### src/rtl/clock_ctrl.sv
// Alarm-clock button sequencer: debounces four buttons, runs the RUN/TSET/ASET
// mode machine and issues registered one-cycle advance strobes on each tick.
module clock_ctrl #(
  parameter int unsigned DEB_CYCLES = 4
) (
  input  logic       clk,
  input  logic       rst,
  input  logic       tick,
  input  logic       timeset,
  input  logic       alarmset,
  input  logic       minadv,
  input  logic       hrsadv,
  input  logic       szero,
  input  logic       mzero,
  output logic       tmen,
  output logic       then,
  output logic       amen,
  output logic       ahen,
  output logic       disp_alarm,
  output logic [1:0] mode
);

  typedef enum logic [1:0] {
    RUN  = 2'd0,
    TSET = 2'd1,
    ASET = 2'd2
  } state_e;

  localparam logic [7:0] DEB_C = 8'(DEB_CYCLES);

  // Button index: 0 = timeset, 1 = alarmset, 2 = minadv, 3 = hrsadv
  logic [3:0] raw;
  logic [7:0] cnt_q [4];
  logic [7:0] cnt_d [4];
  logic [3:0] lvl_q, lvl_d;

  state_e     state_q, state_d;
  logic       tmen_q, tmen_d;
  logic       then_q, then_d;
  logic       amen_q, amen_d;
  logic       ahen_q, ahen_d;

  logic ts, as, ma, ha;

  assign raw = {hrsadv, minadv, alarmset, timeset};
  assign ts  = lvl_q[0];
  assign as  = lvl_q[1];
  assign ma  = lvl_q[2];
  assign ha  = lvl_q[3];

  always_comb begin
    for (int i = 0; i < 4; i++) begin
      cnt_d[i] = 8'd0;
      lvl_d[i] = lvl_q[i];
      if (raw[i] != lvl_q[i]) begin
        if (cnt_q[i] + 8'd1 == DEB_C) begin
          lvl_d[i] = raw[i];
        end else begin
          cnt_d[i] = cnt_q[i] + 8'd1;
        end
      end
    end
  end

  // A simultaneous ts & as from RUN is treated as ambiguous and ignored.
  always_comb begin
    state_d = state_q;
    case (state_q)
      RUN: begin
        if (ts && !as)      state_d = TSET;
        else if (as && !ts) state_d = ASET;
      end
      TSET:    if (!ts) state_d = RUN;
      ASET:    if (!as) state_d = RUN;
      default: state_d = RUN;
    endcase
  end

  // Strobes look at the pre-edge state, so a mode change on a tick edge
  // only affects the following tick.
  always_comb begin
    tmen_d = 1'b0;
    then_d = 1'b0;
    amen_d = 1'b0;
    ahen_d = 1'b0;
    if (tick) begin
      case (state_q)
        TSET: begin
          tmen_d = ma;
          then_d = ha;
        end
        ASET: begin
          tmen_d = szero;
          then_d = szero & mzero;
          amen_d = ma;
          ahen_d = ha;
        end
        default: begin
          tmen_d = szero;
          then_d = szero & mzero;
        end
      endcase
    end
  end

  always_ff @(posedge clk) begin
    if (rst) begin
      for (int i = 0; i < 4; i++) cnt_q[i] <= 8'd0;
      lvl_q   <= 4'd0;
      state_q <= RUN;
      tmen_q  <= 1'b0;
      then_q  <= 1'b0;
      amen_q  <= 1'b0;
      ahen_q  <= 1'b0;
    end else begin
      for (int i = 0; i < 4; i++) cnt_q[i] <= cnt_d[i];
      lvl_q   <= lvl_d;
      state_q <= state_d;
      tmen_q  <= tmen_d;
      then_q  <= then_d;
      amen_q  <= amen_d;
      ahen_q  <= ahen_d;
    end
  end

  assign tmen       = tmen_q;
  assign then       = then_q;
  assign amen       = amen_q;
  assign ahen       = ahen_q;
  assign mode       = state_q;
  assign disp_alarm = (state_q == ASET);

endmodule

### config.mk
export PLATFORM = sky130hd
export DESIGN_NAME = clock_ctrl
export DESIGN_NICKNAME = d
export VERILOG_FILES = /design/src/rtl/clock_ctrl.sv
export SDC_FILE = /design/constraint.sdc
export NUM_CORES = 1
export LEC_CHECK = 0
export ABC_CLOCK_PERIOD_IN_PS = 2300
export CAP_MARGIN = 40
export CORE_UTILIZATION = 35
export DETAILED_ROUTE_END_ITERATION = 8
export HOLD_SLACK_MARGIN = 0.08
export PLACE_DENSITY = 0.58
export SETUP_SLACK_MARGIN = 0.5
export SYNTH_ARGS = -nofsm -noshare
export SYNTH_HDL_FRONTEND = slang
export SYNTH_SLANG_ARGS = --single-unit
### constraint.sdc
create_clock -name clk -period 2.3 [get_ports clk]
set_input_delay 0.46 -clock clk [delete_from_list [all_inputs] [get_ports clk]]
set_output_delay 0.46 -clock clk [all_outputs]
set_load 0.005 [all_outputs]
# Word-level counts from Yosys, hierarchy flattened
# Memories as Yosys holds them, arrays and structs flattened.
# Index checks and enable logic that the tools add are counted.
# W data, S select, Z words.
[op_classes] n_addsub=4 n_eq_ne=13 n_mux=22 bitwise=7 n_reduce_logical=12
[op_table] op="$mux W8" n=12
[op_table] op="$add A8 B1 Y8 const B" n=4
[op_table] op="$eq A8 B3 Y1 const B" n=4
[op_table] op="$mux W2" n=4
[op_table] op="$reduce_and A2 Y1" n=4
[op_table] op="$pmux W2 S3" n=1
[op_table] op="$mux W1" n=5
[op_table] op="$ne A1 B1 Y1" n=4
[op_table] op="$ne A2 B2 Y1 const B" n=2
[op_table] op="$or A1 B1 Y1" n=4
[op_table] op="$ne A3 B3 Y1 const B" n=1
[op_table] op="$reduce_and A3 Y1" n=1
[op_table] op="$reduce_or A3 Y1" n=1
[op_table] op="$eq A2 B1 Y1 const B" n=1
[op_table] op="$eq A2 B2 Y1 const B" n=1
[op_table] op="$logic_and A1 B1 Y1" n=2
[op_table] op="$logic_not A1 Y1" n=2
[op_table] op="$logic_not A2 Y1" n=1
[op_table] op="$not A1 Y1" n=2
[op_table] op="$reduce_or A2 Y1" n=1
[op_table] op="$and A1 B1 Y1" n=1
[word_totals] reg_bits=10 mem_bits_rw=32 in_bits=9 out_inout_bits=7 n_memories=1
[mem_list] memory="cnt_q" depth=4 width=8 read_ports=4 rd_clocked_by_memory_dff=0 write_ports=4 line_no="33" rtl="logic [7:0] cnt_q [4];"

# Depth between registers and ports, before layout
# Gate-level depths: netlist of the first run.
[depth] depth_word=5 depth_mapped=6 ltp_nobuf=6

# Worst setup path after synthesis of the first run
# OpenSTA, ideal clock, no wires.
[synth_path] path_kind="flip-flop to flip-flop" start="memory cnt_q[2][0]" end="register lvl_q[2]" arrival_time_ps=1409 slack_ps=768 stages_incl_launch_ff=7 synth_period_minus_slack_ps=1532 cell_sequence="dfxtp_1 -> ha_1 -> xor2_1 -> nand3_1 -> nor4_4 -> mux2i_1 -> nor2_1"
[synth_rtl] element="start, declared" line_no="33"
[synth_rtl] element="end signal, assigned" line_no="117" rtl="lvl_q <= lvl_d;"
[synth_rtl] element="end, declared" line_no="35" rtl="logic [3:0] lvl_q, lvl_d;"

# Final worst setup path of the first run
[layout_path] start="register state_q[0] (netlist: mode[0])" end="output mode[0]"
[layout_rtl] element="start, declared" line_no="37" rtl="state_e state_q, state_d;"
[layout_rtl] element="start signal, assigned" line_no="118" rtl="state_q <= state_d;"
[layout_rtl] element="end, declared" line_no="20" rtl="output logic [1:0] mode"
# No word-level cell between the ends.

==> results.sh, run 1 <==
export IMPL_status="completed"
export IMPL_powerDensity_nw_per_um2=597
export IMPL_die_width_um=76.0
export IMPL_synth_flop_cell="dfxtp_1"
export IMPL_io_pins=16
export IMPL_fin_nets=245
export IMPL_crit_fanout=8
export IMPL_cts_tree="yes"
export IMPL_rr_worst_depth=6
export IMPL_critPathKind="reg2out"
export IMPL_via_per_inst=4.63
export IMPL_ys_seq_area_share_pct=43.8
export IMPL_hold_viol_final=0
export IMPL_row_count=26
export IMPL_rsz0062_at_grt="true"
export IMPL_mostFrequentLayoutCells="dfxtp_1 (40), nor2_1 (36), nand3_1 (19)"
export IMPL_max_clock_freq_ghz=0.597
export IMPL_wire_per_inst_um=10.7
export IMPL_cp_slowest_cell="clkdlybuf4s50_1"
export IMPL_layout_setup_ws_ns=0.626
export IMPL_gp_congestion=0.747
export IMPL_worst_path_stages=1
export IMPL_start_util_pct=36.9
export IMPL_cts_hold_buf=0
export IMPL_grt_pass1_wl_um=5710
export IMPL_ys_types=36
export IMPL_clk_pin_slew_ns=0.08
export IMPL_syn_area_per_cell_um2=9.36
export IMPL_netlist_area_leader_share_pct=43.8
export IMPL_final_common_cell="dfxtp_1"
export IMPL_clk_root_buffer_cell="clkbuf_8"
export IMPL_cts_max_level=2
export IMPL_yosysWarnings=0
export IMPL_drv_slew=0
export IMPL_io_buffers=15
export IMPL_wirelength_um=3190
export IMPL_die_h_um=76.0
export IMPL_worstPathCellList="clkdlybuf4s50_1"
export IMPL_worst_slew_margin_rel_pct=74.7
export IMPL_drt_iter0_markers=35
export IMPL_cts_sinks=42
export IMPL_fin_cells=298
export IMPL_grt_pass1_vias=1296
export IMPL_worst_pin_slew_ns=0.379
export IMPL_syn_cell_area_um2=1920
export IMPL_drive_gt1_share_pct=11.4
export IMPL_p_switching_w=0.000280
export IMPL_antenna_left=0
export IMPL_cp_slowest_stage_delay_ns=0.52
export IMPL_setup_viol=0
export IMPL_worst_setup_path_start_kind="register"
export IMPL_ys_seq_elements=42
export IMPL_dp_cells=288
export IMPL_grt_overflow=0
export IMPL_p_int_w=0.00108
export IMPL_track_usage_pct=12.2
export IMPL_vdd_drop_max_mv=0.299
export IMPL_vias=1379
export IMPL_synth_area_leader_cell="dfxtp_1"
export IMPL_worstSkewPairLatency_ns=0.28
export IMPL_dieArea_um2=5780
export IMPL_grt_max_degree=14
export IMPL_cts_buffers=5
export IMPL_dr_pass1_iters=4
export IMPL_synthCells=205
export IMPL_drc=0
export IMPL_hold_path_class="reg2reg"
export IMPL_ys_async_sr_fraction_pct=0
export IMPL_area_growth_pct=18.9
export IMPL_fin_util_pct=43.8
export IMPL_maxCapViolCount=0
export IMPL_end_kind="output port"
export IMPL_finalPower_w=0.00136
export IMPL_leakagePower_nw=0.852
export IMPL_skew_ns=0.00162
export IMPL_worstPathArrival_ns=1.21
export IMPL_syn_nets=223
export IMPL_antenna_found_initial=0
export IMPL_crit_required_ns=1.84
export IMPL_yosys_top_cells_area="dfxtp_1 (44%), nor2_1 (7.0%), xor2_1 (6.4%), ha_1 (5.9%), xnor2_1 (5.0%)"
export IMPL_power_frac_comb_pct=4.0
export IMPL_swShare_pct=20.5
export IMPL_core_um2=5200
export IMPL_worst_path_buf_inv=1
export IMPL_cts_buffer_depth=2
export IMPL_hpwl_um=2340
export IMPL_synth_edf_count=0
export IMPL_pwr_share_clk_pct=41.4
export IMPL_fin_crit_ns=1.67
export IMPL_holdPathStages=1
export IMPL_seqPwrFrac_pct=54.6
export IMPL_setup_tns_ns=0
export IMPL_fin_crit_sh_pct=72.8
export IMPL_antennaDiodeCount=0
export IMPL_post_place_ws_ns=0.450
export IMPL_crit_family="buffers and inverters"
-- cells in the mapped netlist, types with 3 or more instances --
cell type / number
dfxtp_1: 42
nor2_1: 36
nand3_1: 19
xor2_1: 14
xnor2_1: 11
nand2b_1: 10
ha_1: 9
inv_1: 9
a21oi_1: 5
mux2i_1: 4
nor3b_1: 4
a31o_2: 3
and4_1: 3
nand2_1: 3
nand4_1: 3
nor3_1: 3
o21ai_0: 3
or3_1: 3
-- state kept, by name, indices dropped and copies added, names as in the netlist --
name / flops
amen: 1
tmen: 1
mode: 2
lvl_q: 4
ahen: 1
cnt_q: 32
then: 1
-- kinds of logic after synthesis --
family                     count (synthesis)  synth area share (%)
muxes                                      4                  2.09
AOI/OAI and AO/OA                         18                  7.11
xor gates and xnor gates                  25                  11.4
and+or+nand+nor                           96                  27.1
DFF                                       42                  43.8
buffers and inverters                     11                  2.54
adders and majority gates                  9                  5.87
-- what timing repair did --
item                       4_1_cts  5_1_grt
setup buffers                    0        2
pin swaps                        0        1
resized for setup                2        4
setup endpoints to repair        2        8
-- per-stage QoR --
step	cell area [um2]	hold slack, ns
6_report	2280	0.503
5_1_grt	2280	0.552
4_1_cts	2250	0.494
3_5_place_dp	2140	0.476
3_3_place_gp	2140	0.469
2_1_floorplan	1920	0.441
-- routing by layer --
layer	vias to the layer above	part of all wire (%)	GRT usage [%]
li1	744	-	-
met1	613	53	15.9
met2	16	43	18.8
met3	6	2.6	3.35
met4	0	1.8	5.19
met5	-	0	0
-- area by class of cell --
type,count,area (um2)
Clock inverter,3,40.0
Sequential cell,42,846
Timing Repair Buffer,17,168
Clock buffer,5,68.8
Multi-Input combinational cell,152,1040
Inverter,9,33.8
Tap cell,70,87.6
Fill cell,526,2930
-- power by group through the flow --
stage	combinational [W]	clock, W	sequential (W)
detailed placement	0.0000547	0	0.000762
floorplan	0.0000304	0	0.000760
CTS	0.0000547	0.000593	0.000745
global placement	0.0000544	0	0.000762
global route	0.0000621	0.000611	0.000746
finish	0.0000539	0.000564	0.000744
-- final timing paths --
kind               start           to  slack (ns)
min reg2reg  cnt_q[2][0]  cnt_q[2][0]        0.50
min          cnt_q[2][0]  cnt_q[2][0]        0.50
max reg2reg  cnt_q[2][0]     lvl_q[2]        0.63
max              mode[0]      mode[0]        0.63
Power figures use the tool's default switching activity.
==> inputs of run 2 (changes only) <==
--- a/config.mk
+++ b/config.mk
@@ -5,12 +5,12 @@
 export SDC_FILE = /design/constraint.sdc
 export NUM_CORES = 1
 export LEC_CHECK = 0
-export ABC_CLOCK_PERIOD_IN_PS = 2300
+export ABC_CLOCK_PERIOD_IN_PS = 1490
 export CAP_MARGIN = 40
 export CORE_UTILIZATION = 35
 export DETAILED_ROUTE_END_ITERATION = 8
 export HOLD_SLACK_MARGIN = 0.08
-export PLACE_DENSITY = 0.58
+export PLACE_DENSITY = 0.6
 export SETUP_SLACK_MARGIN = 0.5
 export SYNTH_ARGS = -nofsm -noshare
 export SYNTH_HDL_FRONTEND = slang
==> constraint.sdc (replaced) <==
create_clock -name clk -period 1.49 [get_ports clk]
set_input_delay 0.298 -clock clk [delete_from_list [all_inputs] [get_ports clk]]
set_output_delay 0.298 -clock clk [all_outputs]
set_load 0.005 [all_outputs]
==> results.sh, run 2 (synthesized netlist as in run 1, its figures left out) <==
export IMPL_largest_reg_flops=32
export IMPL_worstSkewPairLatency_ns=0.29
export IMPL_hp_start="minadv"
export IMPL_holdPathStages=3
export IMPL_wire_per_inst_um=12.3
export IMPL_top_register="cnt_q"
export IMPL_worstPathArrival_ns=1.69
export IMPL_rsz0062_at_grt="true"
export IMPL_swShare_pct=23.6
export IMPL_antenna_left=0
export IMPL_worstReg2RegEnd="lvl_q[2]"
export IMPL_hold_viol_final=0
export IMPL_die_h_um=76.0
export IMPL_fin_nets=298
export IMPL_start_util_pct=36.9
export IMPL_antennaDiodeCount=0
export IMPL_status="complete, but fails checks"
export IMPL_cts_sinks=42
export IMPL_maxCapViolCount=0
export IMPL_grt_pass1_vias=1633
export IMPL_fillers=447
export IMPL_drv_slew=0
export IMPL_clk_root_buffer_cell="clkbuf_8"
export IMPL_post_dp_cell_area_um2=2420
export IMPL_rr_worst_depth=6
export IMPL_drive_gt1_share_pct=60.5
export IMPL_via_per_inst=4.78
export IMPL_skew_ns=0.00745
export IMPL_final_area_um2=3190
export IMPL_die_width_um=76.0
export IMPL_worst_slew_margin_rel_pct=78.4
export IMPL_hold_path_class="in2reg"
export IMPL_hpwl_um=2510
export IMPL_row_count=26
export IMPL_end_kind="register"
export IMPL_leakagePower_nw=1.18
export IMPL_regToRegSetupSlack_ns=-0.02
export IMPL_final_common_cell="buf_4"
export IMPL_core_um2=5200
export IMPL_mostFrequentLayoutCells="buf_4 (37), nor2_1 (21), dfxtp_1 (19), buf_6 (19), nor2_2 (13)"
export IMPL_io_buffers=15
export IMPL_violations="setup timing"
export IMPL_fin_crit_sh_pct=101
export IMPL_crit_required_ns=1.67
export IMPL_crit_fanout=3
export IMPL_grt_overflow=0
export IMPL_gp_congestion=0.795
export IMPL_critPathKind="reg2reg"
export IMPL_drt_iter0_markers=20
export IMPL_finalPower_w=0.00207
export IMPL_io_pins=16
export IMPL_drc=0
export IMPL_track_usage_pct=15.2
export IMPL_cts_tree="yes"
export IMPL_cts_max_level=2
export IMPL_dr_pass1_iters=4
export IMPL_antenna_found_initial=0
export IMPL_dieArea_um2=5780
export IMPL_fin_crit_ns=1.51
export IMPL_pwr_share_clk_pct=37.5
export IMPL_p_switching_w=0.000488
export IMPL_cts_buffer_depth=2
export IMPL_worst_setup_path_start_kind="register"
export IMPL_power_frac_comb_pct=7.5
export IMPL_cts_buffers=5
export IMPL_max_clock_freq_ghz=0.663
export IMPL_powerDensity_nw_per_um2=649
export IMPL_grt_max_degree=14
export IMPL_worstHoldEndpoint="lvl_q[2]"
export IMPL_vias=1679
export IMPL_vdd_drop_max_mv=0.459
export IMPL_grt_pass1_wl_um=7070
export IMPL_p_int_w=0.00158
export IMPL_area_growth_pct=66.3
export IMPL_fin_util_pct=61.3
export IMPL_clk_pin_slew_ns=0.08
export IMPL_seqPwrFrac_pct=55.0
export IMPL_setup_viol=1
export IMPL_timing_rr_start="cnt_q[2][1]"
export IMPL_layout_setup_ws_ns=-0.0188
export IMPL_wirelength_um=4310
export IMPL_worst_pin_slew_ns=0.321
==> run 2: changes by cell type in the layout (fill, tap and decap cells not counted), moves of 8 or more <==
cell	previous run	this run
xnor2_1	11	1
nor2_1	36	21
dfxtp_4	1	11
nor2_2	1	13
buf_4	2	37
dfxtp_2	1	12
buf_6	0	19
clkdlybuf4s50_1	14	3
dfxtp_1	40	19
nand3_1	19	11
==> run 2: layout make-up <==
cell class                 instances  area [um2]  share of cell area [%]
clock buffer                       6        82.6                    2.59
clock inverter                     2        11.3                   0.353
inverter                           9        38.8                    1.22
multi-input combinational        152        1480                    46.3
sequential                        42         897                    28.1
tap                               70        87.6                    2.75
timing repair buffer              70         596                    18.7
==> run 2: repair_timing <==
item / CTS / global route
resized for setup: 78 / 57
pin swaps: 33 / 33
setup endpoints to repair: 49 / 49
setup buffers: 20 / 13
hold buffers: 0 / 0
==> run 2: power by group through the flow <==
stage / logic [W] / clock network (W) / registers [W]
5_1_grt: 0.000172 / 0.000870 / 0.00114
6_report: 0.000155 / 0.000777 / 0.00114
4_1_cts: 0.000128 / 0.000798 / 0.00114
2_1_floorplan: 0.0000506 / 0 / 0.00117
3_5_place_dp: 0.000110 / 0 / 0.00118
3_3_place_gp: 0.000109 / 0 / 0.00118
==> run 2: stage by stage <==
stage          instances  worst slack (ns)  hold WS, ns  setup TNS, ns
5_1_grt              351            -0.111        0.457         -0.694
2_1_floorplan        205            0.0519        0.421              0
3_3_place_gp         310           -0.0888        0.431         -0.390
6_report             351           -0.0188        0.434        -0.0188
3_5_place_dp         310           -0.0995        0.439         -0.817
4_1_cts              338           0.00876        0.436              0
==> run 2: worst max path at each step <==
stage,from,end,slack (ns),cells after the start
3_5_place_dp,rst,ahen,-0.1,4
4_1_cts,cnt_q[2][1],lvl_q[2],0.009,6
2_1_floorplan,cnt_q[2][1],lvl_q[2],0.05,6
6_report,cnt_q[2][1],lvl_q[2],-0.02,6
3_3_place_gp,rst,ahen,-0.09,4
5_1_grt,cnt_q[2][1],lvl_q[2],-0.11,6
==> run 2: metal layers <==
layer | GRT usage (%) | vias up | part of all wire, %
met5 | 0 | - | 0
met4 | 6.35 | 0 | 2.1
met3 | 4.19 | 9 | 3.2
met2 | 25.3 | 23 | 49
met1 | 18.5 | 798 | 45
li1 | - | 849 | -
==> run 2: worst max-delay path, stage by stage, from the launching register on <==
cell	delay (ns)
dfxtp_2	0.36
ha_4	0.15
xor2_2	0.19
nand3_2	0.12
nor4_4	0.32
mux2i_1	0.21
nor2_1	0.05
==> inputs of run 3 (changes only) <==
--- a/config.mk
+++ b/config.mk
@@ -7,6 +7,7 @@
 export LEC_CHECK = 0
 export ABC_CLOCK_PERIOD_IN_PS = 1490
 export CAP_MARGIN = 40
+export CORE_ASPECT_RATIO = 0.8
 export CORE_UTILIZATION = 35
 export DETAILED_ROUTE_END_ITERATION = 8
 export HOLD_SLACK_MARGIN = 0.08
==> results.sh, run 3 (synthesized netlist as in run 1, its figures left out) <==
export IMPL_area_growth_pct=63.9
export IMPL_hpwl_um=2530
export IMPL_setup_viol=0
export IMPL_dr_pass1_iters=6
export IMPL_end_kind="register"
export IMPL_io_buffers=15
export IMPL_cp_slowest_stage_delay_ns=0.37
export IMPL_crit_fanout=4
export IMPL_fin_crit_ns=1.49
export IMPL_dieArea_um2=5780
export IMPL_fin_nets=292
export IMPL_power_frac_comb_pct=7.2
export IMPL_leakagePower_nw=1.16
export IMPL_cts_buffer_depth=2
export IMPL_grt_util_met1_pct=19.7
export IMPL_worstHoldEndpoint="lvl_q[3]"
export IMPL_vias=1656
export IMPL_rr_worst_depth=6
export IMPL_grt_pass1_vias=1580
export IMPL_worstReg2RegEnd="lvl_q[2]"
export IMPL_finalPower_w=0.00212
export IMPL_drc=3
export IMPL_p_int_w=0.00163
export IMPL_worstSkewPairLatency_ns=0.29
export IMPL_busiest_layer="met2"
export IMPL_use_met3_pct=4.10
export IMPL_crit_family="compound AO/OA/AOI/OAI gates"
export IMPL_hold_path_class="in2reg"
export IMPL_worst_slew_margin_rel_pct=79.2
export IMPL_worst_setup_path_start_kind="register"
export IMPL_vdd_drop_max_mv=0.398
export IMPL_gp_congestion=0.733
export IMPL_worst_pin_slew_ns=0.308
export IMPL_cts_max_level=2
export IMPL_worstPathArrival_ns=1.68
export IMPL_cts_tree="yes"
export IMPL_holdPathStages=3
export IMPL_die_width_um=84.8
export IMPL_die_h_um=68.2
export IMPL_final_common_cell="buf_4"
export IMPL_drt_iter0_markers=38
export IMPL_antennaDiodeCount=0
export IMPL_skew_ns=0.00600
export IMPL_fillers=410
export IMPL_cts_buffers=5
export IMPL_grt_pass1_wl_um=6960
export IMPL_critPathKind="reg2reg"
export IMPL_cts_sinks=42
export IMPL_drv_slew=0
export IMPL_status="complete, but fails checks"
export IMPL_drive_gt1_share_pct=60.7
export IMPL_largest_reg_flops=32
export IMPL_wirelength_um=4520
export IMPL_whs_ns=0.425
export IMPL_post_dp_cell_area_um2=2410
export IMPL_max_clock_freq_ghz=0.672
export IMPL_io_pins=16
export IMPL_pwr_share_clk_pct=39.4
export IMPL_worstPathCellList="buf_4 > a311oi_2 > a31oi_1 > nor4_4 > mux2i_1 > nor2_1"
export IMPL_final_area_um2=3140
export IMPL_rsz0062_at_grt="true"
export IMPL_violations="DRC"
export IMPL_wire_per_inst_um=13.4
export IMPL_swShare_pct=22.9
export IMPL_top_register="cnt_q"
export IMPL_clk_pin_slew_ns=0.08
export IMPL_powerDensity_nw_per_um2=675
export IMPL_hp_start="hrsadv"
export IMPL_worst_path_buf_inv=1
export IMPL_via_per_inst=4.91
export IMPL_p_switching_w=0.000487
export IMPL_grt_max_degree=14
export IMPL_antenna_found_initial=0
export IMPL_cp_slowest_cell="dfxtp_4"
export IMPL_start_util_pct=37.2
export IMPL_maxCapViolCount=0
export IMPL_core_um2=5150
export IMPL_clk_root_buffer_cell="clkbuf_8"
export IMPL_cts_hold_buf=0
export IMPL_met2_usage_pct=25.5
export IMPL_crit_required_ns=1.69
export IMPL_fin_crit_sh_pct=99.9
export IMPL_seqPwrFrac_pct=53.3
export IMPL_timing_rr_start="cnt_q[2][0]"
export IMPL_regToRegSetupSlack_ns=0.0009
export IMPL_grt_overflow=0
export IMPL_track_usage_pct=15.5
export IMPL_antenna_left=0
export IMPL_hold_viol_final=0
export IMPL_mostFrequentLayoutCells="buf_4 (32), nor2_1 (18), dfxtp_1 (18)"
export IMPL_row_count=23
## run 3: changes by cell type in the layout (fill, tap and decap cells not counted), moves of 4 or more
cell / change
nand3_2: +6
buf_4: -5
dfxtp_4: +5
buf_6: -4
dfxtp_2: -4
nor2_2: +4
## run 3: what timing repair did
action | in CTS | in global routing
endpoints found under the setup margin | 49 | 47
pin swaps | 39 | 21
gates cloned | 1 | 0
resized for setup | 98 | 41
buffers inserted | 19 | 7
## run 3: per-stage QoR
step | std cells | setup slack [ns] | TNS [ns] | utilization (%)
3_3_place_gp | 302 | -0.0440 | -0.0996 | 46.8
3_5_place_dp | 302 | -0.0346 | -0.219 | 46.8
5_1_grt | 337 | -0.105 | -0.601 | 61.0
4_1_cts | 330 | -0.00612 | -0.00612 | 56.4
2_1_floorplan | 205 | 0.0519 | 0 | -
6_report | 337 | 0.000861 | 0 | 61.0
## run 3: power by group through the flow
stage	logic [W]	clock network, W	registers (W)
floorplan	0.0000506	0	0.00117
global placement	0.000110	0	0.00118
detailed placement	0.000111	0	0.00118
CTS	0.000135	0.000858	0.00114
global route	0.000169	0.000921	0.00113
finish	0.000154	0.000836	0.00113
## run 3: worst reg2reg max path: stages, from the launching register on
cell and delay, ns:
dfxtp_4 0.37, buf_4 0.14, a311oi_2 0.30, a31oi_1 0.11
nor4_4 0.21, mux2i_1 0.22, nor2_1 0.05
## run 3: layout make-up
| cell class | count | area (um2) | area share, % |
|---|---|---|---|
| clock buffers | 7 | 97.6 | 3.10 |
| clock inverters | 1 | 6.26 | 0.199 |
| inverters | 9 | 38.8 | 1.23 |
| multi-input cells | 152 | 1470 | 46.8 |
| flip-flops and latches | 42 | 911 | 29.0 |
| well taps | 62 | 77.6 | 2.47 |
| repair buffers | 64 | 543 | 17.3 |
## run 3: worst max-delay path by stage
| stage | from | endpoint | cells past startpoint |
|---|---|---|---|
| final | cnt_q[2][0] | lvl_q[2] | 6 |
| after detailed placement | cnt_q[3][0] | cnt_q[3][4] | 6 |
| after global placement | rst | ahen | 5 |
| after CTS | cnt_q[2][1] | lvl_q[2] | 6 |
| after global routing | cnt_q[2][0] | lvl_q[2] | 6 |
| after floorplan | cnt_q[2][1] | lvl_q[2] | 6 |
## run 3: routing by layer
layer	up-vias	wire length [um]
met4	0	74
met2	33	2130
met5	-	0
met3	12	159
met1	773	2150
li1	838	-
